`src/rtl/mstream_pkg.sv`:
```
// Shared constants and state encoding for the MSTREAM receive/capture path.
package mstream_pkg;

  localparam int unsigned MSTREAM_PINS   = 16;
  localparam int unsigned MSTREAM_WORD   = 32;
  localparam int unsigned PATTERN_LINE   = 256;
  localparam int unsigned BEATS_PER_LINE = 8;
  localparam int unsigned LINE_CNT_W     = 32;
  localparam int unsigned DROP_CNT_W     = 16;

  typedef enum logic [1:0] {
    IDLE    = 2'd0,
    CAPTURE = 2'd1,
    DONE    = 2'd2
  } cap_state_e;

endpackage

```
`src/rtl/mstream_line_packer.sv`:
```
// Collects stream words into one pattern line, first word in the most significant slot.
module mstream_line_packer
  import mstream_pkg::*;
#(
  parameter int unsigned DW_IN = MSTREAM_WORD,
  parameter int unsigned BEATS = BEATS_PER_LINE
) (
  input  logic                     clk,
  input  logic                     rst_n,
  input  logic                     clear,
  input  logic                     beat_en,
  input  logic [DW_IN-1:0]         din,
  output logic                     line_done_c,
  output logic [DW_IN*BEATS-1:0]   line_c
);

  localparam int unsigned IDX_W   = $clog2(BEATS);
  localparam int unsigned LINE_W  = DW_IN * BEATS;
  localparam int unsigned SHIFT_W = LINE_W - DW_IN;

  logic [IDX_W-1:0]   beat_idx_q, beat_idx_d;
  logic [SHIFT_W-1:0] shift_q, shift_d;

  // The current word is always the lowest slot, so earlier beats end up higher.
  assign line_c      = {shift_q, din};
  assign line_done_c = beat_en && (beat_idx_q == IDX_W'(BEATS - 1));

  always_comb begin
    beat_idx_d = beat_idx_q;
    shift_d    = shift_q;
    if (clear) begin
      beat_idx_d = '0;
    end else if (beat_en) begin
      beat_idx_d = line_done_c ? '0 : beat_idx_q + IDX_W'(1);
      shift_d    = line_c[SHIFT_W-1:0];
    end
  end

  always_ff @(posedge clk or negedge rst_n) begin
    if (!rst_n) begin
      beat_idx_q <= '0;
      shift_q    <= '0;
    end else begin
      beat_idx_q <= beat_idx_d;
      shift_q    <= shift_d;
    end
  end

endmodule

```
`src/rtl/mstream_capture.sv`:
```
// Armed MSTREAM capture: packs 32-bit words into 256-bit lines, hands them to a
// valid/ready host FIFO, and counts captured and dropped lines.
module mstream_capture
  import mstream_pkg::*;
#(
  parameter int unsigned DW_IN  = MSTREAM_WORD,
  parameter int unsigned DW_OUT = PATTERN_LINE
) (
  input  logic                  clk,
  input  logic                  rst_n,
  input  logic                  arm,
  input  logic [LINE_CNT_W-1:0] num_lines,
  input  logic [DW_IN-1:0]      din,
  input  logic                  din_en,
  output logic [DW_OUT-1:0]     dout,
  output logic                  dout_valid,
  input  logic                  dout_ready,
  output logic                  busy,
  output logic                  done,
  output logic                  overflow,
  output logic [LINE_CNT_W-1:0] lines_captured,
  output logic [DROP_CNT_W-1:0] drop_cnt
);

  localparam int unsigned BEATS = DW_OUT / DW_IN;

  cap_state_e            state_q, state_d;
  logic [LINE_CNT_W-1:0] num_lines_q, num_lines_d;
  logic [LINE_CNT_W-1:0] lines_q, lines_d;
  logic [DROP_CNT_W-1:0] drop_q, drop_d;
  logic [DW_OUT-1:0]     dout_q, dout_d;
  logic                  dout_valid_q, dout_valid_d;
  logic                  busy_q, busy_d;
  logic                  done_q, done_d;
  logic                  overflow_q, overflow_d;

  logic                  arm_ok_c;
  logic                  beat_en_c;
  logic                  line_done_c;
  logic [DW_OUT-1:0]     line_c;

  assign arm_ok_c  = arm && (state_q != CAPTURE);
  assign beat_en_c = din_en && (state_q == CAPTURE);

  mstream_line_packer #(
    .DW_IN (DW_IN),
    .BEATS (BEATS)
  ) u_packer (
    .clk         (clk),
    .rst_n       (rst_n),
    .clear       (arm_ok_c),
    .beat_en     (beat_en_c),
    .din         (din),
    .line_done_c (line_done_c),
    .line_c      (line_c)
  );

  always_comb begin
    state_d      = state_q;
    num_lines_d  = num_lines_q;
    lines_d      = lines_q;
    drop_d       = drop_q;
    dout_d       = dout_q;
    dout_valid_d = dout_valid_q;
    done_d       = done_q;
    overflow_d   = overflow_q;

    // Holding register drains regardless of capture state.
    if (dout_valid_q && dout_ready) begin
      dout_valid_d = 1'b0;
    end

    unique case (state_q)
      IDLE, DONE: begin
        if (arm_ok_c) begin
          num_lines_d = num_lines;
          lines_d     = '0;
          drop_d      = '0;
          overflow_d  = 1'b0;
          if (num_lines == '0) begin
            state_d = DONE;
            done_d  = 1'b1;
          end else begin
            state_d = CAPTURE;
            done_d  = 1'b0;
          end
        end
      end
      CAPTURE: begin
        if (line_done_c) begin
          lines_d = lines_q + LINE_CNT_W'(1);
          if (!dout_valid_q || dout_ready) begin
            dout_d       = line_c;
            dout_valid_d = 1'b1;
          end else begin
            overflow_d = 1'b1;
            if (drop_q != '1) begin
              drop_d = drop_q + DROP_CNT_W'(1);
            end
          end
          if (lines_d == num_lines_q) begin
            state_d = DONE;
            done_d  = 1'b1;
          end
        end
      end
      default: state_d = IDLE;
    endcase

    busy_d = (state_d == CAPTURE);
  end

  always_ff @(posedge clk or negedge rst_n) begin
    if (!rst_n) begin
      state_q      <= IDLE;
      num_lines_q  <= '0;
      lines_q      <= '0;
      drop_q       <= '0;
      dout_q       <= '0;
      dout_valid_q <= 1'b0;
      busy_q       <= 1'b0;
      done_q       <= 1'b0;
      overflow_q   <= 1'b0;
    end else begin
      state_q      <= state_d;
      num_lines_q  <= num_lines_d;
      lines_q      <= lines_d;
      drop_q       <= drop_d;
      dout_q       <= dout_d;
      dout_valid_q <= dout_valid_d;
      busy_q       <= busy_d;
      done_q       <= done_d;
      overflow_q   <= overflow_d;
    end
  end

  assign dout           = dout_q;
  assign dout_valid     = dout_valid_q;
  assign busy           = busy_q;
  assign done           = done_q;
  assign overflow       = overflow_q;
  assign lines_captured = lines_q;
  assign drop_cnt       = drop_q;

endmodule

```
`config.mk`:
```
export PLATFORM = sky130hd
export DESIGN_NAME = mstream_capture
export DESIGN_NICKNAME = d
export VERILOG_FILES = /design/src/rtl/mstream_pkg.sv /design/src/rtl/mstream_line_packer.sv /design/src/rtl/mstream_capture.sv
export SDC_FILE = /design/constraint.sdc
export NUM_CORES = 1
export LEC_CHECK = 0
export ABC_AREA = 0
export CORE_MARGIN = 4
export CORE_UTILIZATION = 40
export CTS_CLUSTER_DIAMETER = 40
export DETAILED_ROUTE_END_ITERATION = 16
export SLEW_MARGIN = 15
export SYNTH_ARGS = -nofsm -noshare
export SYNTH_HDL_FRONTEND = slang
export SYNTH_HIERARCHICAL = 1
export SYNTH_SLANG_ARGS = --single-unit
```
`constraint.sdc`:
```
create_clock -name clk -period 3.15 [get_ports clk]
set_input_delay 0.4725 -clock clk [delete_from_list [all_inputs] [get_ports clk]]
set_output_delay 0.4725 -clock clk [all_outputs]
set_load 0.02 [all_outputs]
```
==> flow_summary_export.csv, run 1 <==
group,metric,value,unit
setup_path,worst_setup_path_start_kind,"flip-flop",
finish,final_common_cell,"dfrtp_1",
global_route,grt_pass1_vias,15898,
global_route,grt_pass1_wl,99000,µm
timing,rsz0062_at_grt,"false",
finish,n_antenna_cell,0,
status,outcome,"finished, final reports clean",
timing,tightest_slew,0.781,ns
clock_tree,cts_buffers,89,
timing,skew,0.0182,ns
setup_path,worst-endpoint-required,3.66,ns
floorplanning,num_rows,89,
drt,vias_per_cell,5.06,
hold_path,min_path_type,"in2reg",
finish,fin_nets,2192,
floorplanning,die_area,0.0643,mm²
setup_path,crit_arrival,3.49,ns
floorplanning,die_h,254,µm
pwr,ir_drop,0.000542,V
global_route,grt_max_degree,90,
logic_synthesis,seq_area_frac_synth,59.0,%
setup_path,r2r_start,"lines_captured[16]",
setup_path,endpoint_kind,"flip-flop",
floorplanning,start_util,40.6,%
placed_design,port_buffers,376,
global_route,antenna_found_initial,0,
floorplanning,core,0.0594,mm²
logic_synthesis,async_flop_share,100,%
pwr,cellLeakagePower,14.7,nW
drt,drt_iter0_drc,743,
logic_synthesis,yosysUniqueCellTypes,71,
clock_tree,cts_sinks,569,
timing,layout_min_cycle_time,2.98,ns
drt,route.detailed.drc,0,
drt,wl_per_cell,21.6,µm
timing,hold_viol,0,
placed_design,gp_congestion,0.884,
setup_path,crit_type,"reg2reg",
timing,setup_viol,0,
drt,vias,15001,
finish,mostFrequentLayoutCells,"dfrtp_1, clkdlybuf4s50_1, mux2_2",
timing,slew_viol_final,0,
setup_path,crit_family,"simple AND/OR/NAND/NOR gates",
finish,drive_above_1_share,34.6,%
hold_path,hold_path.startpoint,"num_lines[6]",
logic_synthesis,yosysTopAreaCellShare,59.0,%
setup_path,slowest_stage,"or4_4",
clock_tree,insertion_delay,0.63,ns
drt,dr.pass1.iters,6,
drt,ant_nets,0,
setup_path,path_cells,"nand4_4 > or4_4 > or3_2 > mux2i_1 > nor4_1 > nand4_1 > buf_4 > a21o_1",
setup_path,cp_num_buf_inv,1,
timing,fin_crit_sh,94.5,%
pwr,p_per_area,908,mW/mm²
timing,tns,0,ns
logic_synthesis,synth_edf_count,0,
global_route,grt_use_total,19.9,%
clock_tree,cts.path.max_buffers,3,
logic_synthesis,synthCells,1682,
finish,synthToLayoutAreaGrowth,32.9,%
setup_path,slowest_delay,0.63,ns
setup_path,crit_start,"lines_captured[16]",
clock_tree,cts_setup_buffers,0,
run,cap_violations,0,
finish,final_area,0.0321,mm²
clock_tree,clockRootBuffer,"clkbuf_16",
floorplanning,fp.dieW,254,µm
global_route,overflow,0,
logic_synthesis,avgSynthCellArea,14.3,µm²
clock_tree,ctsHtreeMaxLevel,3,
logic_synthesis,syn-cell-area,0.0241,mm²
timing,timing.fmax,336,MHz
logic_synthesis,synthTopCellsByArea,"dfrtp_1, mux2_2, mux2_4",
logic_synthesis,synth_area_leader_cell,"dfrtp_1",
logic_synthesis,yosys_warnings,6,
logic_synthesis,ys.flop_type,"dfrtp_1",
placed_design,hpwl,46000,µm
floorplanning,top_level_ports,377,
drt,wl,63900,µm
clock_tree,cts_tree,"done",
timing,relSlewSlack,47.9,%
logic_synthesis,synth_seq_cells,569,
clock_tree,clk_pin_slew,0.05,ns
logic_synthesis,synth_nets,1755,
placed_design,placed_cell_area,0.0288,mm²
setup_path,path_max_fanout,8,
report_power, final:
| part | switching [mW] | internal (mW) | total, mW |
|---|---|---|---|
| Combinational | 2.92 | 4.35 | 7.27 |
| Clock | 3.83 | 6.41 | 10.2 |
| Sequential | 2.00 | 9.60 | 11.6 |
through the flow:
stage / power [mW] / util, % / std cells / worst slack (ns) / hold slack, ns
floorplan: 16.2 / - / 1682 / 0.0302 / 0.177
global placement: 18.8 / 48.6 / 2800 / 0.0225 / 0.476
detailed placement: 19.0 / 48.6 / 2800 / 0.101 / 0.485
CTS: 29.5 / 54.0 / 2966 / 0.0684 / 0.367
global route: 30.6 / 54.0 / 2966 / 0.00653 / 0.414
finish: 29.1 / 54.0 / 2966 / 0.173 / 0.416
state kept, by name (all words and copies together), names as in the netlist:
name	flops
state_q	2
num_lines_q	32
drop_cnt	16
dout_valid	1
lines_captured	32
overflow	1
u_packer/beat_idx_q	3
dout	256
u_packer/shift_q	224
done	1
busy	1
kinds of logic (layout without fill, tap and decap cells):
group	count (synthesis)	after routing	share of synthesized area, %
fa+ha+maj	4	4	0.207
simple gates	338	338	7.14
xor+xnor	45	45	1.63
compound gates	112	112	2.94
flops	569	569	59.0
mux	485	485	25.1
buf+inv	129	640	3.96
metal layers:
metal / routed length (µm) / GRT usage [%] / vias to the layer above
met3: 4080 / 5.26 / 93
li1: - / - / 6861
met2: 28800 / 30.2 / 400
met5: 0 / 0 / -
met1: 29200 / 27.9 / 7647
met4: 1820 / 6.93 / 0
synth_stat cells (12+ instances only):
| master | count |
|---|---|
| a21oi_1 | 14 |
| buf_12 | 17 |
| buf_4 | 39 |
| clkbuf_1 | 52 |
| dfrtp_1 | 569 |
| mux2_2 | 321 |
| mux2_4 | 160 |
| nand2_1 | 135 |
| nand3_1 | 23 |
| nand4_1 | 26 |
| nor2_1 | 50 |
| nor3_1 | 12 |
| nor4_1 | 15 |
| o21ai_0 | 47 |
| o31ai_1 | 15 |
| xnor2_1 | 27 |
| xor2_1 | 18 |
what timing repair did:
| item | CTS | global route |
|---|---|---|
| endpoints found under the hold margin | 74 | 0 |
| gates resized for setup | 0 | 3 |
| hold buffers | 1 | 0 |
| endpoints found under the setup margin | 0 | 3 |
worst paths after layout:
path	endpoint	depth (start not counted)	slack, ns
min in group asynchronous	u_packer/shift_q[82]	2	0.47
min	num_lines_q[6]	3	0.42
min reg2reg	num_lines_q[29]	2	0.49
max reg2reg	state_q[0]	8	0.17
max	state_q[0]	8	0.17
max in group asynchronous	u_packer/shift_q[169]	3	1.76
worst register-to-register path: stages, from the launching register on:
cell and delay [ns]:
dfrtp_1 0.46, nand4_4 0.13, or4_4 0.63, or3_2 0.55, mux2i_1 0.17, nor4_1 0.36, nand4_1 0.22, buf_4 0.20
a21o_1 0.17
layout make-up:
class	count	area [µm²]
Clock buffer	98	2330
Fill cell	4901	27300
Sequential cell	569	14200
Inverter	9	33.8
Multi-Input combinational cell	984	8960
Tap cell	773	967
Timing Repair Buffer	466	4650
Clock inverter	67	873
No activity file was read; power rests on OpenSTA's default activity.
==> run 2: changes to the inputs <==
--- a/config.mk
+++ b/config.mk
@@ -5,12 +5,11 @@
 export SDC_FILE = /design/constraint.sdc
 export NUM_CORES = 1
 export LEC_CHECK = 0
-export ABC_AREA = 0
 export CORE_MARGIN = 4
 export CORE_UTILIZATION = 40
 export CTS_CLUSTER_DIAMETER = 40
 export DETAILED_ROUTE_END_ITERATION = 16
-export SLEW_MARGIN = 15
+export SLEW_MARGIN = 20
 export SYNTH_ARGS = -nofsm -noshare
 export SYNTH_HDL_FRONTEND = slang
 export SYNTH_HIERARCHICAL = 1
==> results of run 2 <==
Same layout as run 1: the final DEF is identical, and so are final timing and power.
==> run 3: changes to the inputs <==
--- a/config.mk
+++ b/config.mk
@@ -6,7 +6,7 @@
 export NUM_CORES = 1
 export LEC_CHECK = 0
 export CORE_MARGIN = 4
-export CORE_UTILIZATION = 40
+export CORE_UTILIZATION = 28
 export CTS_CLUSTER_DIAMETER = 40
 export DETAILED_ROUTE_END_ITERATION = 16
 export SLEW_MARGIN = 20
==> flow_summary_export.csv, run 3 (synthesis results as in run 1) <==
group,metric,value,unit
global_route,overflow,0,
placed_design,port_buffers,376,
finish,largest_register_ffs,256,
timing,relSlewSlack,54.4,%
pwr,power.total,28.7,mW
timing,fin_crit_sh,94.5,%
finish,final_common_cell,"dfrtp_1",
floorplanning,start_util,28.3,%
global_route,antenna_found_initial,2,
timing,skew,0.0385,ns
global_route,grt_use_total,14.6,%
setup_path,crit_family,"simple AND/OR/NAND/NOR gates",
hold_path,min_path_type,"in2async",
drt,drt_iter0_drc,893,
placed_design,placed_cell_area,0.0296,mm²
finish,fin_nets,2205,
pwr,ir_drop,0.000508,V
floorplanning,die_area,0.0909,mm²
setup_path,slowest_stage,"or4_2",
clock_tree,cts_sinks,569,
global_route,grt_pass1_wl,102000,µm
global_route,grt-busiest-layer,"met2",
timing,rsz0062_at_grt,"false",
clock_tree,ctsHtreeMaxLevel,3,
setup_path,path_cells,"ha_4 > nand3_2 > or4_1 > or4_2 > xnor2_1 > nor4_2 > buf_4 > nand4_1 > a21o_1",
drt,vias_per_cell,4.55,
clock_tree,clk_pin_slew,0.06,ns
setup_path,cp_num_buf_inv,1,
setup_path,endpoint_kind,"flip-flop",
timing,layout_min_cycle_time,2.98,ns
placed_design,hpwl,49300,µm
global_route,grt_pass1_vias,16166,
setup_path,worst-endpoint-required,3.66,ns
drt,route.detailed.drc,0,
clock_tree,cts.path.max_buffers,3,
setup_path,slowest_delay,0.67,ns
timing,timing.fmax,336,MHz
floorplanning,top_level_ports,377,
setup_path,r2r_start,"lines_captured[0]",
floorplanning,die_h,302,µm
setup_path,crit_arrival,3.49,ns
drt,ant_nets,0,
drt,wl_per_cell,20.0,µm
pwr,p_per_area,880,mW/mm²
status,outcome,"finished, final reports clean",
timing,hold_viol,0,
setup_path,r2r_cells,9,
clock_tree,clockRootBuffer,"clkbuf_16",
finish,synthToLayoutAreaGrowth,35.2,%
timing,tightest_slew,0.678,ns
clock_tree,cts_buffers,87,
setup_path,crit_type,"reg2reg",
floorplanning,core,0.0853,mm²
setup_path,worst_setup_path_start_kind,"flip-flop",
clock_tree,insertion_delay,0.63,ns
setup_path,reg2reg_to,"busy",
finish,final_area,0.0326,mm²
global_route,grt_max_degree,99,
placed_design,gp_congestion,0.908,
global_route,grtUsageMet2,22.9,%
global_route,grt_util_met3,3.53,%
pwr,cellLeakagePower,14.7,nW
floorplanning,fp.dieW,302,µm
run,cap_violations,0,
timing,slew_viol_final,0,
drt,wl,67000,µm
drt,dr.pass1.iters,5,
setup_path,path_max_fanout,7,
setup_path,r2r_slack,0.17,ns
timing,setup_viol,0,
floorplanning,num_rows,107,
finish,mostFrequentLayoutCells,"dfrtp_1, clkdlybuf4s50_1, mux2_2",
finish,drive_above_1_share,34.4,%
clock_tree,cts_tree,"done",
global_route,met1_usage,19.4,%
drt,vias,15234,
run 3: area by class of cell:
| cell class | instances | area (µm²) |
|---|---|---|
| Fill cell | 8088 | 52700 |
| Sequential cell | 569 | 14200 |
| Multi-Input combinational cell | 984 | 8960 |
| Timing Repair Buffer | 481 | 4980 |
| Clock buffer | 102 | 2270 |
| Tap cell | 1144 | 1430 |
| Clock inverter | 57 | 689 |
| Inverter | 9 | 33.8 |
| Antenna cell | 1 | 2.50 |
run 3: metrics by stage:
stage / hold WS (ns) / utilization [%] / setup TNS [ns] / worst slack (ns) / instances
final: 0.397 / 38.3 / 0 / 0.172 / 3347
after global routing: 0.410 / 38.2 / 0 / 0.0454 / 3346
after CTS: 0.375 / 38.2 / 0 / 0.0495 / 3346
after detailed placement: 0.457 / 34.7 / 0 / 0.0216 / 3186
after global placement: 0.451 / 34.7 / -0.0747 / -0.0397 / 3186
after floorplan: 0.177 / - / 0 / 0.0302 / 1682
run 3: worst register-to-register path: stages, from the launching register on:
cell	delay, ns
dfrtp_2	0.38
ha_4	0.17
nand3_2	0.12
or4_1	0.58
or4_2	0.67
xnor2_1	0.17
nor4_2	0.17
buf_4	0.16
nand4_1	0.21
a21o_1	0.25
run 3: power by group:
part	internal [mW]	switching [mW]	total (mW)
logic	4.48	2.98	7.45
registers	9.60	2.07	11.7
clock network	5.88	3.69	9.57
run 3: repair_timing:
| item | 4_1_cts | 5_1_grt |
|---|---|---|
| gates resized for setup | 0 | 2 |
| hold buffers | 1 | 0 |
| pin swaps | 1 | 1 |
| hold endpoints to repair | 55 | 0 |
| setup endpoints to repair | 2 | 3 |
| setup buffers | 0 | 0 |
run 3: per-layer routing:
metal / routed length, µm / share of wire [%] / up-vias
li1: - / - / 6889
met1: 29500 / 44 / 7794
met2: 31200 / 47 / 433
met3: 3900 / 5.8 / 118
met4: 2400 / 3.6 / 0
met5: 0 / 0 / -
run 3: how the worst max path moves through the flow:
stage	startpoint	end	slack (ns)	cells after the start
2_1_floorplan	lines_captured[0]	busy	0.03	9
3_3_place_gp	lines_captured[0]	state_q[0]	-0.04	9
3_5_place_dp	lines_captured[1]	busy	0.02	9
4_1_cts	lines_captured[1]	busy	0.05	9
5_1_grt	lines_captured[0]	busy	0.05	9
6_report	lines_captured[0]	busy	0.17	9
